File: src/rtl/profile_step_ctrl.sv
// profile_step_ctrl: acc_step sequencer and parameter write
// queue in front of profile_gen.
module profile_step_ctrl #(
  parameter int FIFO_DEPTH = 16,
  parameter int PERIOD_W   = 16
) (
  input  logic                          clk,
  input  logic                          rst,
  input  logic [PERIOD_W-1:0]           step_period,
  input  logic                          step_req,
  input  logic                          cmd_valid,
  output logic                          cmd_ready,
  input  logic                          cmd_barrier,
  input  logic [7:0]                    cmd_addr,
  input  logic [63:0]                   cmd_data,
  input  logic                          pg_busy,
  output logic                          acc_step,
  output logic [7:0]                    param_addr,
  output logic [31:0]                   param_in,
  output logic                          param_write_lo,
  output logic                          param_write_hi,
  output logic [31:0]                   step_count,
  output logic [15:0]                   overrun_count,
  output logic [$clog2(FIFO_DEPTH):0]   fifo_level,
  output logic                          ctrl_idle
);

  localparam int AW = $clog2(FIFO_DEPTH);
  localparam int LW = AW + 1;

  typedef struct packed {
    logic        barrier;
    logic [7:0]  addr;
    logic [63:0] data;
  } entry_t;

  typedef enum logic [2:0] {
    S_IDLE,
    S_WR_LO,
    S_WR_HI,
    S_STEP,
    S_HOLD
  } state_t;

  entry_t              mem_q [FIFO_DEPTH];
  logic [AW-1:0]       wr_ptr_q;
  logic [AW-1:0]       rd_ptr_q;
  logic [LW-1:0]       level_q;
  logic [LW-1:0]       level_d;
  entry_t              head;
  logic                empty;
  logic                full;
  logic                push;
  logic                pop;
  logic                pop_wr;
  logic                pop_bar;
  logic                go_step;

  logic [PERIOD_W-1:0] cnt_q;
  logic [PERIOD_W-1:0] cnt_d;
  logic                tick;
  logic                ev;

  state_t              state_q;
  logic                pend_q;
  logic [31:0]         step_cnt_q;
  logic [15:0]         ovr_q;
  logic                acc_q;
  logic                wlo_q;
  logic                whi_q;
  logic [7:0]          addr_q;
  logic [31:0]         pin_q;
  logic [31:0]         hi_q;

  assign head    = mem_q[rd_ptr_q];
  assign empty   = (level_q == '0);
  assign full    = (level_q == LW'(FIFO_DEPTH));
  assign push    = cmd_valid && !full;
  assign go_step = (state_q == S_IDLE) && pend_q && !pg_busy;
  assign pop_wr  = (state_q == S_IDLE) && !empty
                && !head.barrier && !pend_q && !pg_busy;
  assign pop_bar = (state_q == S_STEP) && !empty
                && head.barrier;
  assign pop     = pop_wr || pop_bar;
  assign ev      = tick || step_req;

  // Next FIFO occupancy from push/pop of this cycle
  always_comb begin
    level_d = level_q;
    unique case ({push, pop})
      2'b10:   level_d = level_q + LW'(1);
      2'b01:   level_d = level_q - LW'(1);
      default: level_d = level_q;
    endcase
  end

  // Period timer; out-of-range counter after a period change
  // restarts silently without a tick
  always_comb begin
    cnt_d = cnt_q;
    tick  = 1'b0;
    if (step_period == '0) begin
      cnt_d = '0;
    end else if (cnt_q >= step_period) begin
      cnt_d = '0;
    end else if (cnt_q == step_period - PERIOD_W'(1)) begin
      cnt_d = '0;
      tick  = 1'b1;
    end else begin
      cnt_d = cnt_q + PERIOD_W'(1);
    end
  end

  // Command storage, no reset needed on the array
  always_ff @(posedge clk) begin
    if (push) begin
      mem_q[wr_ptr_q] <= '{cmd_barrier, cmd_addr, cmd_data};
    end
  end

  // FIFO pointers and level
  always_ff @(posedge clk) begin
    if (rst) begin
      wr_ptr_q <= '0;
      rd_ptr_q <= '0;
      level_q  <= '0;
    end else begin
      if (push) wr_ptr_q <= wr_ptr_q + AW'(1);
      if (pop)  rd_ptr_q <= rd_ptr_q + AW'(1);
      level_q <= level_d;
    end
  end

  // Timer, pending tick, step and overrun counters
  always_ff @(posedge clk) begin
    if (rst) begin
      cnt_q      <= '0;
      pend_q     <= 1'b0;
      step_cnt_q <= '0;
      ovr_q      <= '0;
    end else begin
      cnt_q <= cnt_d;
      if (state_q == S_STEP) begin
        pend_q     <= ev;
        step_cnt_q <= step_cnt_q + 32'd1;
      end else if (ev) begin
        pend_q <= 1'b1;
        if ((pend_q || (tick && step_req))
            && (ovr_q != 16'hFFFF)) begin
          ovr_q <= ovr_q + 16'd1;
        end
      end
    end
  end

  // Sequencer FSM with registered strobes
  always_ff @(posedge clk) begin
    if (rst) begin
      state_q <= S_IDLE;
      acc_q   <= 1'b0;
      wlo_q   <= 1'b0;
      whi_q   <= 1'b0;
      addr_q  <= '0;
      pin_q   <= '0;
      hi_q    <= '0;
    end else begin
      unique case (state_q)
        S_IDLE: begin
          if (go_step) begin
            state_q <= S_STEP;
            acc_q   <= 1'b1;
          end else if (pop_wr) begin
            state_q <= S_WR_LO;
            wlo_q   <= 1'b1;
            addr_q  <= head.addr;
            pin_q   <= head.data[31:0];
            hi_q    <= head.data[63:32];
          end
        end
        S_WR_LO: begin
          state_q <= S_WR_HI;
          wlo_q   <= 1'b0;
          whi_q   <= 1'b1;
          pin_q   <= hi_q;
        end
        S_WR_HI: begin
          state_q <= S_IDLE;
          whi_q   <= 1'b0;
        end
        S_STEP: begin
          state_q <= S_HOLD;
          acc_q   <= 1'b0;
        end
        S_HOLD: begin
          state_q <= S_IDLE;
        end
        default: begin
          state_q <= S_IDLE;
          acc_q   <= 1'b0;
          wlo_q   <= 1'b0;
          whi_q   <= 1'b0;
        end
      endcase
    end
  end

  assign cmd_ready      = !full;
  assign acc_step       = acc_q;
  assign param_addr     = addr_q;
  assign param_in       = pin_q;
  assign param_write_lo = wlo_q;
  assign param_write_hi = whi_q;
  assign step_count     = step_cnt_q;
  assign overrun_count  = ovr_q;
  assign fifo_level     = level_q;
  assign ctrl_idle      = empty && !pend_q
                       && (state_q == S_IDLE) && !pg_busy;

endmodule

File: config.mk
export PLATFORM = sky130hd
export DESIGN_NAME = profile_step_ctrl
export DESIGN_NICKNAME = d
export VERILOG_FILES = /design/src/rtl/profile_step_ctrl.sv
export SDC_FILE = /design/constraint.sdc
export NUM_CORES = 1
export LEC_CHECK = 0
export BUFFER_PORTS_ARGS = -buffer_cell sky130_fd_sc_hd__buf_2
export CAP_MARGIN = 20
export CORE_UTILIZATION = 40
export CTS_CLUSTER_DIAMETER = 120
export CTS_CLUSTER_SIZE = 8
export DETAILED_ROUTE_END_ITERATION = 12
export GPL_TIMING_DRIVEN = 0
export SETUP_SLACK_MARGIN = 0.2
export SYNTH_ARGS = -nofsm -noshare
export SYNTH_HDL_FRONTEND = slang
export SYNTH_SLANG_ARGS = --single-unit
File: constraint.sdc
create_clock -name clk -period 8.4 [get_ports clk]
set_input_delay 0.42 -clock clk [delete_from_list [all_inputs] [get_ports clk]]
set_output_delay 0.42 -clock clk [all_outputs]
set_load 0.01 [all_outputs]
-- Word-level counts from Yosys, hierarchy flattened
Memories as Yosys holds them, arrays and structs flattened. A register that Yosys moved wholly into a read port is not among the register bits.
Cells that the tools add are included.
- bits in writable memories: 1168
- bits in latches: 0
- word-level logic and storage cells: 100
- memories: 1
- bits in read-only memories: 0
- register bits: 156
- bitwise gates (word level): 4
- reduce and logical (&&, ||, !) cells: 37
- magnitude comparators: 1
- muxes and demuxes: 22
- add/subtract/negate cells: 8
- equality and inequality tests: 13
- shift operators: 0
- divide/modulo/power cells: 0
- multiply operators: 0
- memories (memory ; depth ; bits a word ; read ports ; clocked after memory_dff ; write ports ; line ; source):
    mem_q ; 16 ; 73 ; 1 ; 1 ; 1 ; 45 ; entry_t mem_q [FIFO_DEPTH];
- operators with widths (operator ; count):
    two-way mux 32 bit ; 2
    case mux 32 bit (2 select lines) ; 1
    adder 16 x 1 -> 16 bit, second input constant ; 2
    adder 32 x 1 -> 32 bit, second input constant ; 1
    == test 16 bit ; 1
    >= comparator 16 bit ; 1
    zero test 16 bit ; 1
    inequality test 16 bit, second input constant ; 1
    subtractor 16 x 1 -> 16 bit, second input constant ; 1
    logical AND 1 bit ; 14
    AND reduction 3 bit ; 4
    two-way mux 1 bit ; 10
    case mux 5 bit (2 select lines) ; 1
    case mux 3 bit (3 select lines) ; 1
    OR reduction 3 bit ; 3
    adder 4 x 1 -> 4 bit, second input constant ; 2
    two-way mux 4 bit ; 2
    == test 3 x 2 -> 1 bit, second input constant ; 2
    two-way mux 3 bit ; 2
    inequality test 2 bit, second input constant ; 3
    case mux 1 bit (2 select lines) ; 3
    nonzero test 2 bit ; 3
    adder 5 x 1 -> 5 bit, second input constant ; 1
    == test 5 bit, second input constant ; 1
    other kinds (13) ; 22

-- Longest topological paths before layout
Gate-level depths: netlist of run 1.
- word-level depth: 9
- gate-level depth with buffers: 16

-- Least setup slack after synthesis of run 1
Ideal clock, no wire load.
- path type: register -> register
- start: reg level_q[0] (netlist: fifo_level[0])
- end: mem mem_q[3][0] in the netlist's numbering (enable)
- buffers on the path: 1
- slack: 1.634 ns
- arrival: 6.172 ns
- library setup time: 0.594 ns
- cell stages (with the launch flop): 7
- data required time: 7.806 ns
- cell sequence: dfxtp_1 nor4_1 nand2_1 and2_1 clkbuf_1 nand2_1 nor3_1
- cells in the longest elaborated chain, start to end: 5
- ends and longest elaborated chain (item ; line ; source):
    start: declaration ; 48 ; logic [LW-1:0] level_q;
    start signal: assignment ; 130 ; level_q <= level_d;
    == test 5 bit ; 77 ; assign full = (level_q == LW'(FIFO_DEPTH));
    zero test 1 bit ; - ;
    named net cmd_ready ; 12 ; output logic cmd_ready,
    logical AND 1 bit ; 78 ; assign push = cmd_valid && !full;
    two-way mux 1 bit ; 116 ; if (push) begin
    two-way mux 1 bit (not written as such) ; 117 ; mem_q[wr_ptr_q] <= '{cmd_barrier, cmd_addr, cmd_data};
    end: declaration ; 45 ;
The timed path passes the listed nets, and every way through them passes these cells.

==> out/qor.yml, run 1 <==
outcome:
  status: "finished clean"
worst_setup_path:
  cp.required_ns: 9.09
  end_kind: "flop"
  worstPathArrival_ns: 5.64
  path_max_fanout: 10
  worstSetupPathType: "reg -> reg"
  regToRegSetupSlack_ns: 3.46
  cp-start-kind: "flop"
power:
  p_int_w: 0.0118
  power.share.clock: 0.450
  irDropWorstVdd_uv: 197
  switching_share: 0.216
  pwr_density_cell_nw_per_um2: 241
  seqPwrFrac: 0.489
  combPwrFrac: 0.061
  p_leak_nw: 20.0
  p_switching_w: 0.00326
logic_synthesis:
  yosysSeqAreaShare: 0.745
  synth_top_family_by_area: "multiplexers"
  synth-async-reset-ratio: 0
  syn_inst: 2509
  synth-edff-count: 1168
  ys.flop_type: "edfxtp_1"
  ys_ff_latch: 1328
  synth_fa_ha_area_frac: 0.00745
  synthMuxAreaShare: 0.176
  avgSynthCellArea_sq_um: 20.5
  synth_top_area_frac: 0.683
  synth-simple-area-share: 0.0324
  synthXorXnorAreaFrac: 0.0121
  synth_cell_types: 59
  yosys_warnings: 0
  synth.top_cells.by_area: "edfxtp_1 68%, mux4_2 16%, dfxtp_1 6.2%"
  synth_area_sq_um: 51400
  yosysTopAreaCell: "edfxtp_1"
  synth_compound_area_frac: 0.0146
  syn_nets: 2633
detailed_routing:
  routed_wirelength_um: 133000
  first_iter_violations: 2535
  wl_per_cell_um: 27.3
  dr.pass1.iters: 7
  viasPerCell: 5.55
  drc: 0
  antenna_left: 0
  vias: 27052
global_route:
  grt_usage: 0.206
  antenna_found_initial: 14
  grt_pass1_wl_um: 193000
  grt_max_degree: 22
  overflow: 0
  grt_pass1_vias: 28006
clock_tree:
  cts_made_buffers: 183
  clockBufferDepth: 3
  htreeDepth: 4
  cts_root_buf: "clkbuf_16"
  cts_setup_buffers: 0
  tritoncts: "built"
  clk_pin_slew_worst_paths_ns: 0.05
  clock_latency_ns: 0.78
  cts.sinks: 1328
  cts_resized: 0
timing:
  tightest_slew_ns: 1.10
  hold_slack_ns: 0.0435
  fmax_mhz: 202
  slew_violations: 0
  fin_crit_ns: 4.94
  slew_headroom: 0.267
  clock_skew_ns: 0.0379
  setup_viol_count_final: 0
  final.setup.worst_slack_ns: 3.46
  rsz0062_at_grt: "no"
  finalCritPeriodShare: 0.589
  hold_viol: 0
placement:
  globalplace.congestion: 0.826
  dpl.cell_count: 4466
  dp_slack_ns: 3.53
  port_buffers: 189
  hpwl_um: 88600
cells_and_area:
  finalNonFillerCells: 4871
  num-fill-cells: 10222
  layout.nets: 3199
  drive_above_1_share: 0.286
  final_cell_mix: "1168 x edfxtp_1, 365 x mux4_2, 202 x clkbuf_1"
  final_common_cell: "edfxtp_1"
  multi_input_area_sq_um: 12600
  syn_to_final_growth_pct: 21.6
  seq_area_sq_um: 38300
floorplanning:
  start_util: 0.403
  coreArea_sq_um: 128000
  fp.dieH_um: 360
  die_w_um: 360
  ios: 192
  num_rows: 131
  dieArea_sq_um: 130000
worst_hold_path:
  min-delay-path-class: "in -> reg"
run:
  drv_cap: 0
[power by group through the flow]
stage | sequential, W | clock (W) | combinational, W
global route | 0.00736 | 0.00715 | 0.000985
finish | 0.00736 | 0.00677 | 0.000921
global placement | 0.00751 | 0 | 0.000804
detailed placement | 0.00748 | 0 | 0.000881
floorplan | 0.00749 | 0 | 0.000485
CTS | 0.00736 | 0.00689 | 0.000914
[per-stage QoR]
step | utilization | cell area [sq um] | total power, W | TNS [ns]
final | 0.490 | 62500 | 0.0151 | 0
after global routing | 0.490 | 62500 | 0.0155 | 0
after CTS | 0.488 | 62200 | 0.0152 | 0
after detailed placement | 0.441 | 56300 | 0.00836 | 0
after global placement | 0.427 | 54400 | 0.00831 | -2552.26
after floorplan | - | 51400 | 0.00797 | 0
[synth_stat cells, types with 16 or more instances]
master	count
a211oi_1	33
a21oi_1	35
and3_1	17
buf_1	32
clkbuf_1	83
dfxtp_1	160
edfxtp_1	1168
ha_1	29
inv_1	35
mux2i_1	76
mux4_2	365
nand2_1	44
nand3_1	28
nand4_1	20
nor2_1	175
o21ai_0	16
xnor2_1	27
xor2_1	44
[cell families after synthesis]
logic type	count (synthesis)
flip-flops	1328
multiplexers	447
AND/OR/NAND/NOR	355
buffers and inverters	163
AO/OA/AOI/OAI	115
XOR/XNOR	71
adder cells (fa/ha/maj)	30
[cell type report]
cell class	count	area share
repair buffers	381	0.0582
clock buffers	304	0.0812
plain buffers	128	0.00809
inverters	35	0.00210
multi-input cells	1018	0.201
clock inverters	12	0.00334
well taps	1662	0.0333
diodes	3	0.000120
flip-flops and latches	1328	0.612
[final timing paths]
| path | from | to | cells after the start |
|---|---|---|---|
| max | flop | fifo_level[4]$_SDFFE_PP0P_ | 16 |
| min | cmd_data[24] | mem_q[12][24]$_DFFE_PP_ | 1 |
| max reg2reg | flop | fifo_level[4]$_SDFFE_PP0P_ | 16 |
| min reg2reg | param_write_hi$_SDFFE_PP0N_ | param_write_hi$_SDFFE_PP0N_ | 2 |
[layer usage]
metal  vias up  track usage  share of wire
li1      11463            -              -
met1     14310        0.268           0.40
met2      1060        0.350           0.51
met3       203       0.0417          0.069
met4        16       0.0552          0.020
met5         -            0        0.00083
[worst max-delay path: stages, from the launching register on]
cell	delay, ns
dfxtp_1	0.31
clkbuf_1	0.25
clkbuf_1	0.73
mux4_2	0.60
mux4_2	0.52
nor2_1	0.12
a21oi_1	0.05
nor2_1	0.51
ha_1	0.36
inv_1	0.11
fa_1	0.41
inv_1	0.10
a21o_1	0.13
a21oi_1	0.08
xnor2_1	0.14
or3_1	0.31
a21oi_1	0.14
[flip-flops by register name, indices dropped and copies added (netlist names), 5 cells and up, named ones only]
| signal | flops |
|---|---|
| cnt_q | 16 |
| fifo_level | 5 |
| hi_q | 32 |
| mem_q | 1168 |
| overrun_count | 16 |
| param_addr | 8 |
| param_in | 32 |
| step_count | 32 |
[timing repair]
item                       CTS  global route
hold endpoints to repair   831             0
setup endpoints to repair    0             0
hold buffers                67             0
Power figures use the tool's default switching activity.
==> run 2, diff against run 1 <==
==> constraint.sdc (replaced) <==
create_clock -name clk -period 4.74 [get_ports clk]
set_input_delay 0.237 -clock clk [delete_from_list [all_inputs] [get_ports clk]]
set_output_delay 0.237 -clock clk [all_outputs]
set_load 0.01 [all_outputs]
==> run 2 against run 1 <==
  * Final area is 0.32% higher
  * Via count hardly changed
  * Routed wire length hardly changed
  * Power is 78% higher
  * Global-route usage hardly changed
  * Non-clock buffer count is 3 higher
  * Clock-buffer cell count is 2 lower
  * First-iteration DRC count is 17% higher
  * Sequential power is 77% higher
  * Sequential share of layout area is 0.19 points lower
  * Critical endpoint unchanged
  * Highest routed layer unchanged
==> out/qor.yml, run 2 (synthesized netlist as in run 1, its figures left out) <==
run:
  drv_cap: 0  # unchanged
timing:
  fin_crit_ns: 4.26  # -0.687 ns
  rsz0062_at_grt: "no"
  tightest_slew_ns: 1.16  # +0.0614 ns
  hold_viol: 0  # unchanged
  slew_headroom: 0.226  # -0.0410
  final.setup.worst_slack_ns: 0.483  # -2.97 ns
  slew_violations: 0  # unchanged
  setup_viol_count_final: 0  # unchanged
  finalCritPeriodShare: 0.898  # +0.309
  fmax_mhz: 235  # +16%
  clock_skew_ns: 0.0328  # -0.00507 ns
worst_setup_path:
  cp-start-kind: "flop"
  slowest_delay_ns: 0.65  # -0.08 ns
  path_max_fanout: 10  # unchanged
  worstPathArrival_ns: 4.94  # -0.70 ns
  worstSetupPathType: "reg -> reg"
  end_kind: "flop"
  path_buf_inv: 3  # -1
  crit_path_top_delay_cell: "clkbuf_1"
  cp_top_family: "multiplexers"
  cp.required_ns: 5.42  # -3.67 ns
  cpMostUsedCell: "a21oi_1"
  cp_cell_sequence: "clkbuf_1 -> mux4_2 -> mux4_2 -> nor2_1 -> a21oi_1 -> nor2_4 -> ha_1 -> inv_1 -> fa_1 -> inv_1 -> a21o_1 -> a21oi_1 -> xnor2_1 -> or3_1 -> a21oi_1"
detailed_routing:
  vias: 27037  # -0.055%
  dr.pass1.iters: 5  # -2
  first_iter_violations: 2964  # +17%
  viasPerCell: 5.54  # -0.18%
  routed_wirelength_um: 133000  # about the same
  wl_per_cell_um: 27.3  # -0.16%
  antenna_left: 0  # unchanged
  drc: 0  # unchanged
clock_tree:
  htreeDepth: 4  # unchanged
  cts_root_buf: "clkbuf_16"
  clk_pin_slew_worst_paths_ns: 0.06  # about the same
  clockBufferDepth: 3  # unchanged
  cts_made_buffers: 183  # unchanged
  tritoncts: "built"
  cts.sinks: 1328  # unchanged
  cts_setup_buffers: 0  # unchanged
  clock_latency_ns: 0.78  # about the same
cells_and_area:
  finalNonFillerCells: 4877  # +0.12%
  fin_util: 0.492  # +0.00156
  num-fill-cells: 10210  # -0.12%
  largest_reg_flops: 1168  # unchanged
  layout.nets: 3202  # +0.094%
  regMostFlops: "mem_q"
  drive_above_1_share: 0.285  # -0.000936
  final_cell_mix: "1168 x edfxtp_1, 365 x mux4_2, 201 x buf_2"
  final_common_cell: "edfxtp_1"
  syn_to_final_growth_pct: 22.0
placement:
  globalplace.congestion: 0.822  # -0.52%
  hpwl_um: 86800  # -2.0%
  port_buffers: 189  # unchanged
  dpl.cell_count: 4458  # -0.18%
  dp_slack_ns: -0.212  # -3.75 ns
outcome:
  status: "finished clean"
floorplanning:
  die_w_um: 360  # unchanged
  num_rows: 131  # unchanged
  dieArea_sq_um: 130000  # unchanged
  coreArea_sq_um: 128000  # unchanged
  start_util: 0.403  # unchanged
  ios: 192  # unchanged
  fp.dieH_um: 360  # unchanged
global_route:
  grt_max_degree: 22  # unchanged
  antenna_found_initial: 14  # unchanged
  grt_pass1_vias: 28171  # +0.59%
  grt_pass1_wl_um: 193000  # +0.16%
  grt_usage: 0.206  # +0.000468
  overflow: 0  # unchanged
power:
  irDropWorstVdd_uv: 333  # +69%
  seqPwrFrac: 0.487  # -0.002
  combPwrFrac: 0.061  # about the same
  switching_share: 0.217  # +0.000335
  p_total_w: 0.0268  # +78%
  pwr_density_cell_nw_per_um2: 427  # +77%
  p_leak_nw: 20.0  # +0.21%
  p_switching_w: 0.00580  # +78%
  p_int_w: 0.0210  # +78%
  power.share.clock: 0.452  # +0.002
worst_hold_path:
  min-delay-path-class: "in -> reg"
[run 2: cell type report]
cell class | count | area (sq um) | share of cell area
clock inverter | 11 | 203 | 0.00323
tap | 1662 | 2080 | 0.0332
clock buffer | 302 | 5110 | 0.0815
buffer | 128 | 509 | 0.00812
antenna | 9 | 22.5 | 0.000359
inverter | 35 | 131 | 0.00210
sequential | 1328 | 38300 | 0.610
multi-input combinational | 1018 | 12600 | 0.201
timing repair buffer | 384 | 3770 | 0.0601
[run 2: worst paths after layout]
kind | cells after the start | startpoint | slack [ns] | to
max reg2reg | 15 | flop | 0.48 | fifo_level[4]$_SDFFE_PP0P_
min reg2reg | 1 | cnt_q[0]$_SDFF_PP0_ | 0.48 | cnt_q[0]$_SDFF_PP0_
max | 15 | flop | 0.48 | fifo_level[4]$_SDFFE_PP0P_
min | 5 | cmd_valid | 0.21 | wr_ptr_q[0]$_SDFFE_PP0P_
[run 2: what timing repair did]
item,in CTS,in global routing
cloned,0,0
endpoints found under the hold margin,1179,0
hold buffers,76,0
pin swaps,0,0
resized for setup,2,3
setup endpoints to repair,18,1
[run 2: layer usage]
| layer | share of wire | GRT usage | wire length, um |
|---|---|---|---|
| met5 | 0.00047 | 0 | 62 |
| met1 | 0.41 | 0.276 | 54900 |
| met2 | 0.50 | 0.346 | 66600 |
| met3 | 0.068 | 0.0402 | 9080 |
| met4 | 0.018 | 0.0501 | 2420 |
[run 2: worst register-to-register path, stage by stage, from the launching register on]
cell and delay [ns]:
dfxtp_1 0.42, clkbuf_1 0.65, mux4_2 0.42, mux4_2 0.53, nor2_1 0.12, a21oi_1 0.07, nor2_4 0.24, ha_1 0.28
inv_1 0.11, fa_1 0.42, inv_1 0.07, a21o_1 0.11, a21oi_1 0.09, xnor2_1 0.14, or3_1 0.32, a21oi_1 0.17
[run 2: stage by stage]
step                      cell area, sq um  hold WS, ns  TNS [ns]
after global routing                 62700        0.199         0
after detailed placement             56300        0.468    -0.212
after global placement               54400        0.453  -4811.86
after CTS                            62400        0.170         0
after floorplan                      51400        0.336   -290.55
final                                62700        0.207         0
[run 2: power by group through the flow]
stage | sequential (W) | combinational, W | clock, W
global placement | 0.0133 | 0.00142 | 0
floorplan | 0.0133 | 0.000861 | 0
detailed placement | 0.0133 | 0.00156 | 0
finish | 0.0130 | 0.00164 | 0.0121
global route | 0.0130 | 0.00176 | 0.0128
CTS | 0.0130 | 0.00162 | 0.0123
